### src/rtl/rf_pkg.sv
// Shared widths and slot payload type for the register-file writeback path.
package rf_pkg;

  localparam int unsigned NUM_REGS = 32;
  localparam int unsigned AW       = $clog2(NUM_REGS);
  localparam int unsigned DW       = 32;
  localparam logic [AW-1:0] REG_ZERO = AW'(0);

  typedef struct packed {
    logic          full;
    logic [AW-1:0] addr;
    logic [DW-1:0] data;
  } slot_t;

endpackage

### src/rtl/rf_wb_slot.sv
// One-entry writeback holding slot: accepts when empty or draining this cycle.
module rf_wb_slot
  import rf_pkg::*;
(
  input  logic          clk,
  input  logic          rst,
  input  logic          valid,
  input  logic [AW-1:0] addr,
  input  logic [DW-1:0] data,
  input  logic          drain,
  output logic          ready_c,
  output logic          load_c,
  output slot_t         slot
);

  assign ready_c = !slot.full || drain;
  // Writes to register 0 are acknowledged but never stored.
  assign load_c  = valid && ready_c && (addr != REG_ZERO);

  always_ff @(posedge clk) begin
    if (rst) begin
      slot <= '0;
    end else if (load_c) begin
      slot.full <= 1'b1;
      slot.addr <= addr;
      slot.data <= data;
    end else if (drain) begin
      slot.full <= 1'b0;
    end
  end

endmodule

### src/rtl/rf_wb_arbiter.sv
// Two-requester writeback arbiter driving the single registered RF write port.
module rf_wb_arbiter
  import rf_pkg::*;
(
  input  logic          clk,
  input  logic          rst,
  input  logic          req0_valid,
  output logic          req0_ready,
  input  logic [AW-1:0] req0_addr,
  input  logic [DW-1:0] req0_data,
  input  logic          req1_valid,
  output logic          req1_ready,
  input  logic [AW-1:0] req1_addr,
  input  logic [DW-1:0] req1_data,
  output logic          rf_RegWrite,
  output logic [AW-1:0] rf_RD_Address,
  output logic [DW-1:0] rf_RDdata,
  input  logic [AW-1:0] rs_addr,
  input  logic [AW-1:0] rt_addr,
  output logic          rs_pending,
  output logic          rt_pending
);

  slot_t      s0, s1;
  logic       load0_c, load1_c;
  logic [1:0] gnt_c;
  logic       rr_flip_c;
  logic       tie_q;   // both slots were loaded on the same edge
  logic       old1_q;  // slot 1 holds the older entry
  logic       rr_q;

  rf_wb_slot u_slot0 (
    .clk(clk), .rst(rst), .valid(req0_valid), .addr(req0_addr), .data(req0_data),
    .drain(gnt_c[0]), .ready_c(req0_ready), .load_c(load0_c), .slot(s0)
  );

  rf_wb_slot u_slot1 (
    .clk(clk), .rst(rst), .valid(req1_valid), .addr(req1_addr), .data(req1_data),
    .drain(gnt_c[1]), .ready_c(req1_ready), .load_c(load1_c), .slot(s1)
  );

  // Grant: age first; same-edge ties go to slot 0 on equal address, else round-robin.
  always_comb begin
    gnt_c     = 2'b00;
    rr_flip_c = 1'b0;
    unique case ({s1.full, s0.full})
      2'b01: gnt_c = 2'b01;
      2'b10: gnt_c = 2'b10;
      2'b11: begin
        if (!tie_q) begin
          gnt_c = old1_q ? 2'b10 : 2'b01;
        end else if (s0.addr == s1.addr) begin
          gnt_c = 2'b01;
        end else begin
          gnt_c     = rr_q ? 2'b10 : 2'b01;
          rr_flip_c = 1'b1;
        end
      end
      default: gnt_c = 2'b00;
    endcase
  end

  always_ff @(posedge clk) begin
    if (rst) begin
      tie_q         <= 1'b0;
      old1_q        <= 1'b0;
      rr_q          <= 1'b0;
      rf_RegWrite   <= 1'b0;
      rf_RD_Address <= '0;
      rf_RDdata     <= '0;
    end else begin
      rr_q <= rr_q ^ rr_flip_c;
      // A lone load is younger than whatever the other slot still holds.
      if (load0_c && load1_c) begin
        tie_q <= 1'b1;
      end else if (load0_c) begin
        tie_q  <= 1'b0;
        old1_q <= 1'b1;
      end else if (load1_c) begin
        tie_q  <= 1'b0;
        old1_q <= 1'b0;
      end
      rf_RegWrite <= |gnt_c;
      if (|gnt_c) begin
        rf_RD_Address <= gnt_c[1] ? s1.addr : s0.addr;
        rf_RDdata     <= gnt_c[1] ? s1.data : s0.data;
      end
    end
  end

  always_comb begin
    rs_pending = (rs_addr != REG_ZERO) &&
                 ((s0.full && (s0.addr == rs_addr)) ||
                  (s1.full && (s1.addr == rs_addr)) ||
                  (rf_RegWrite && (rf_RD_Address == rs_addr)));
    rt_pending = (rt_addr != REG_ZERO) &&
                 ((s0.full && (s0.addr == rt_addr)) ||
                  (s1.full && (s1.addr == rt_addr)) ||
                  (rf_RegWrite && (rf_RD_Address == rt_addr)));
  end

endmodule

### config.mk
export PLATFORM = sky130hd
export DESIGN_NAME = rf_wb_arbiter
export DESIGN_NICKNAME = d
export VERILOG_FILES = /design/src/rtl/rf_pkg.sv /design/src/rtl/rf_wb_slot.sv /design/src/rtl/rf_wb_arbiter.sv
export SDC_FILE = /design/constraint.sdc
export NUM_CORES = 1
export LEC_CHECK = 0
export ABC_AREA = 1
export BUFFER_PORTS_ARGS = -buffer_cell sky130_fd_sc_hd__clkbuf_2
export CORE_MARGIN = 1
export CORE_UTILIZATION = 45
export DETAILED_ROUTE_END_ITERATION = 12
export HOLD_SLACK_MARGIN = 0.15
export PLACE_DENSITY = 0.69
export SLEW_MARGIN = 20
export SYNTH_ARGS = -nofsm -noshare
export SYNTH_HDL_FRONTEND = slang
export SYNTH_SLANG_ARGS = --single-unit
export TNS_END_PERCENT = 50
### constraint.sdc
create_clock -name clk -period 2.2 [get_ports clk]
set_input_delay 0 -clock clk [delete_from_list [all_inputs] [get_ports clk]]
set_output_delay 0 -clock clk [all_outputs]
set_load 0.02 [all_outputs]
==> flow_metrics.py <==
metrics = {
    "worst_setup_path": {
        "reg2reg_depth": 12,
        "worstReg2RegEnd": "u_slot1.slot[34]",
        "cp_max_fo": 5,
        "end_kind": "flop",
        "path_class": "flop to flop",
        "cp-startpoint": "u_slot0.slot[35]",
        "worstPathArrival_ns": 2.34,
        "startpoint_type": "flop",
        "worstPathRequired_ns": 2.49,
        "r2r_start": "u_slot0.slot[35]",
        "endpoint": "u_slot1.slot[34]",
        "reg2reg_slack_ns": 0.15,
    },
    "placement": {
        "hpwl_mm": 10.1,
        "placed_cell_area_um2": 6360,
        "dp_cells": 1154,
        "io_buffer_count": 129,
        "dp_slack_ns": 0.241,
        "place.gp.congestion": 0.927,
    },
    "cells_and_area": {
        "fin_nets": 1176,
        "final_cells": 1264,
        "drive_above_1_share_pct": 17.3,
        "finalInstanceArea_um2": 7780,
        "diodes": 0,
        "final_util_pct": 64.5,
        "syn_to_final_growth_pct": 39.6,
    },
    "global_route": {
        "gr-total-overflow": 0,
        "grt_pass1_wl_mm": 26.3,
        "track_usage_pct": 26.2,
        "antenna_found_initial": 0,
        "grt_pass1_vias": 5585,
        "grt_max_degree": 50,
    },
    "sta": {
        "finalSetupViolations": 0,
        "rsz0062_at_grt": "false",
        "min_period_ns": 2.05,
        "tightest_slew_ns": 0.572,
        "relSlewSlack_pct": 61.8,
        "setup_tns_ns": 0,
        "setup_ws_ns": 0.151,
        "drv_slew": 0,
        "fmax_mhz": 488,
        "final_hold_viol_count": 0,
        "skew_ns": 0.0145,
        "fin_crit_sh_pct": 93.1,
    },
    "detailed_routing": {
        "antenna_left": 0,
        "routed_wl_mm": 16.0,
        "num_vias": 5936,
        "post_drt_wl_per_cell_um": 12.6,
        "drt_first_iter_violations": 306,
        "via_per_inst": 4.70,
        "drc_errors": 0,
        "dr.pass1.iters": 5,
    },
    "floorplanning": {
        "die_h_um": 113,
        "initial_core_util_pct": 46.2,
        "dieArea_um2": 12800,
        "core_region_area_um2": 12100,
        "fp-row-count": 40,
        "ios": 130,
        "fp.dieW_um": 113,
    },
    "pwr": {
        "p_clk_share_pct": 45.2,
        "p_seq_share_pct": 38.7,
        "p_leak_nw": 4.22,
        "swShare_pct": 25.7,
        "p_sw_mw": 1.59,
        "cellPowerDensity_nw_per_um2": 792,
        "pwr-share-comb_pct": 16.2,
        "ir_drop_mv": 0.669,
        "p_int_mw": 4.58,
    },
    "synth": {
        "yosys.area_share.adder_pct": 0.449,
        "synth-edff-count": 0,
        "synth_xor_area_share_pct": 0.629,
        "ys_seq_area_share_pct": 42.0,
        "async_flop_share_pct": 0,
        "netlist_area_um2": 5570,
        "syn_area_per_cell_um2": 6.34,
        "synth_area_leaders": "dfxtp_1 42%, nand2_1 19%, nor2_1 10%, inv_1 9.0%, nand3_1 7.9%",
        "yosysWarnings": 0,
        "synth_flop_cell": "dfxtp_1",
        "ys_ff_latch": 117,
        "synth_top_family_by_area": "simple AND/OR/NAND/NOR gates",
        "syn_inst": 879,
        "synth-compound-area-share_pct": 4.78,
        "synth_top_cell_area_share_pct": 42.0,
        "yosysTopAreaCell": "dfxtp_1",
        "yosysUniqueCellTypes": 24,
        "synth-simple-area-share_pct": 38.7,
        "synth_nets": 969,
        "synth_common_cells": "282 x nand2_1, 152 x nor2_1, 134 x inv_1",
        "yosys-mux-area-fraction_pct": 0,
        "synthMostInstantiatedCell": "nand2_1",
    },
    "clocking": {
        "cts_root_buf": "clkbuf_16",
        "htree_levels": 4,
        "cts_tree": "yes",
        "clockBufferDepth": 2,
        "cts.sinks": 117,
        "clkLatencyLatePin_ns": 0.42,
        "postCtsSetupBuffers": 0,
        "cts_buffers": 17,
        "clk_pin_slew_ns": 0.05,
    },
    "hold_path": {
        "hold_path.class": "input pin to flop",
        "hold_path_depth": 6,
    },
    "flow_run": {
        "drv_cap": 0,
    },
    "status": {
        "run_status": "complete, no violations",
    },
}
## stage by stage
| stage | total power [mW] | hold slack (ns) |
|---|---|---|
| after CTS | 6.19 | 0.220 |
| after global placement | 3.28 | 0.225 |
| after detailed placement | 3.29 | 0.227 |
| after global routing | 6.46 | 0.316 |
| after floorplan | 2.99 | 0.0691 |
| final | 6.16 | 0.258 |
## power groups by stage
| stage | clock [mW] | sequential, mW | combinational, mW |
|---|---|---|---|
| after global placement | 0 | 2.42 | 0.865 |
| final | 2.78 | 2.38 | 0.998 |
| after detailed placement | 0 | 2.42 | 0.868 |
| after global routing | 2.94 | 2.40 | 1.12 |
| after CTS | 2.83 | 2.38 | 0.987 |
| after floorplan | 0 | 2.46 | 0.533 |
## kinds of logic after synthesis
group | after synthesis
DFF | 117
AOI/OAI and AO/OA | 43
buffers and inverters | 180
adders and majority gates | 2
xor gates and xnor gates | 4
and+or+nand+nor | 533
## critical path, stage by stage, from the launching register on
cell           delay, ns
dfxtp_1             0.38
inv_1               0.12
nand2_1             0.08
nand2_1             0.05
nor2_1              0.09
nand3_1             0.12
nand3_2             0.12
nand3_2             0.13
nand2_1             0.10
inv_1               0.05
nand2_1             0.06
dlygate4sd3_1       0.56
a21oi_1             0.06
## flip-flops by register name (all words and copies together) (netlist names)
| name | flops |
|---|---|
| rf_RD_Address | 5 |
| rf_RDdata | 32 |
| tie_q | 1 |
| rf_RegWrite | 1 |
| u_slot1.slot | 38 |
| old1_q | 1 |
| rr_q | 1 |
| u_slot0.slot | 38 |
## placed cells by master, fill, tap and decap left out
cell type	count
a21oi_1	12
a21oi_2	1
a221oi_1	8
buf_4	21
buf_6	1
bufinv_16	3
clkbuf_1	4
clkbuf_16	17
clkbuf_2	129
clkbuf_8	4
clkinv_2	2
dfxtp_1	114
dfxtp_2	3
dlygate4sd3_1	81
ha_1	2
inv_1	134
inv_2	1
nand2_1	282
nand2_2	2
nand3_1	88
nand3_2	4
nand3_4	1
nand4_1	2
nor2_1	151
nor2_4	1
nor3_1	2
o21ai_0	9
o22ai_1	12
o31ai_1	1
xnor2_1	1
xor2_1	3
## worst min-delay path by stage
stage	startpoint	endpoint	slack (ns)
after floorplan	rst	u_slot0.slot[34]	0.07
after global placement	req0_data[16]	u_slot0.slot[16]	0.23
after detailed placement	req1_data[14]	u_slot1.slot[14]	0.23
after global routing	req0_addr[0]	old1_q	0.32
final	req0_addr[0]	old1_q	0.26
after CTS	req0_addr[0]	old1_q	0.22
## timing repair
| action | 4_1_cts | 5_1_grt |
|---|---|---|
| hold buffers | 81 | 0 |
| endpoints found under the hold margin | 79 | 0 |
| setup endpoints to repair | 0 | 24 |
| resized for setup | 0 | 4 |
## layout make-up
class	count	area [µm²]
inverter	136	512
fill	1111	4280
tap	168	210
timing repair buffer	232	1630
clock buffer	25	495
sequential	117	2350
clock inverter	4	95.1
multi-input combinational	582	2500
## layer usage
layer / wire length (µm) / up-vias / track usage [%]
met5: 0 / - / 0
met4: 389 / 0 / 11.3
met3: 813 / 35 / 6.27
met2: 7570 / 181 / 43.3
met1: 7200 / 2650 / 32.5
li1: - / 3070 / -
(Power assumes the default switching activity.)
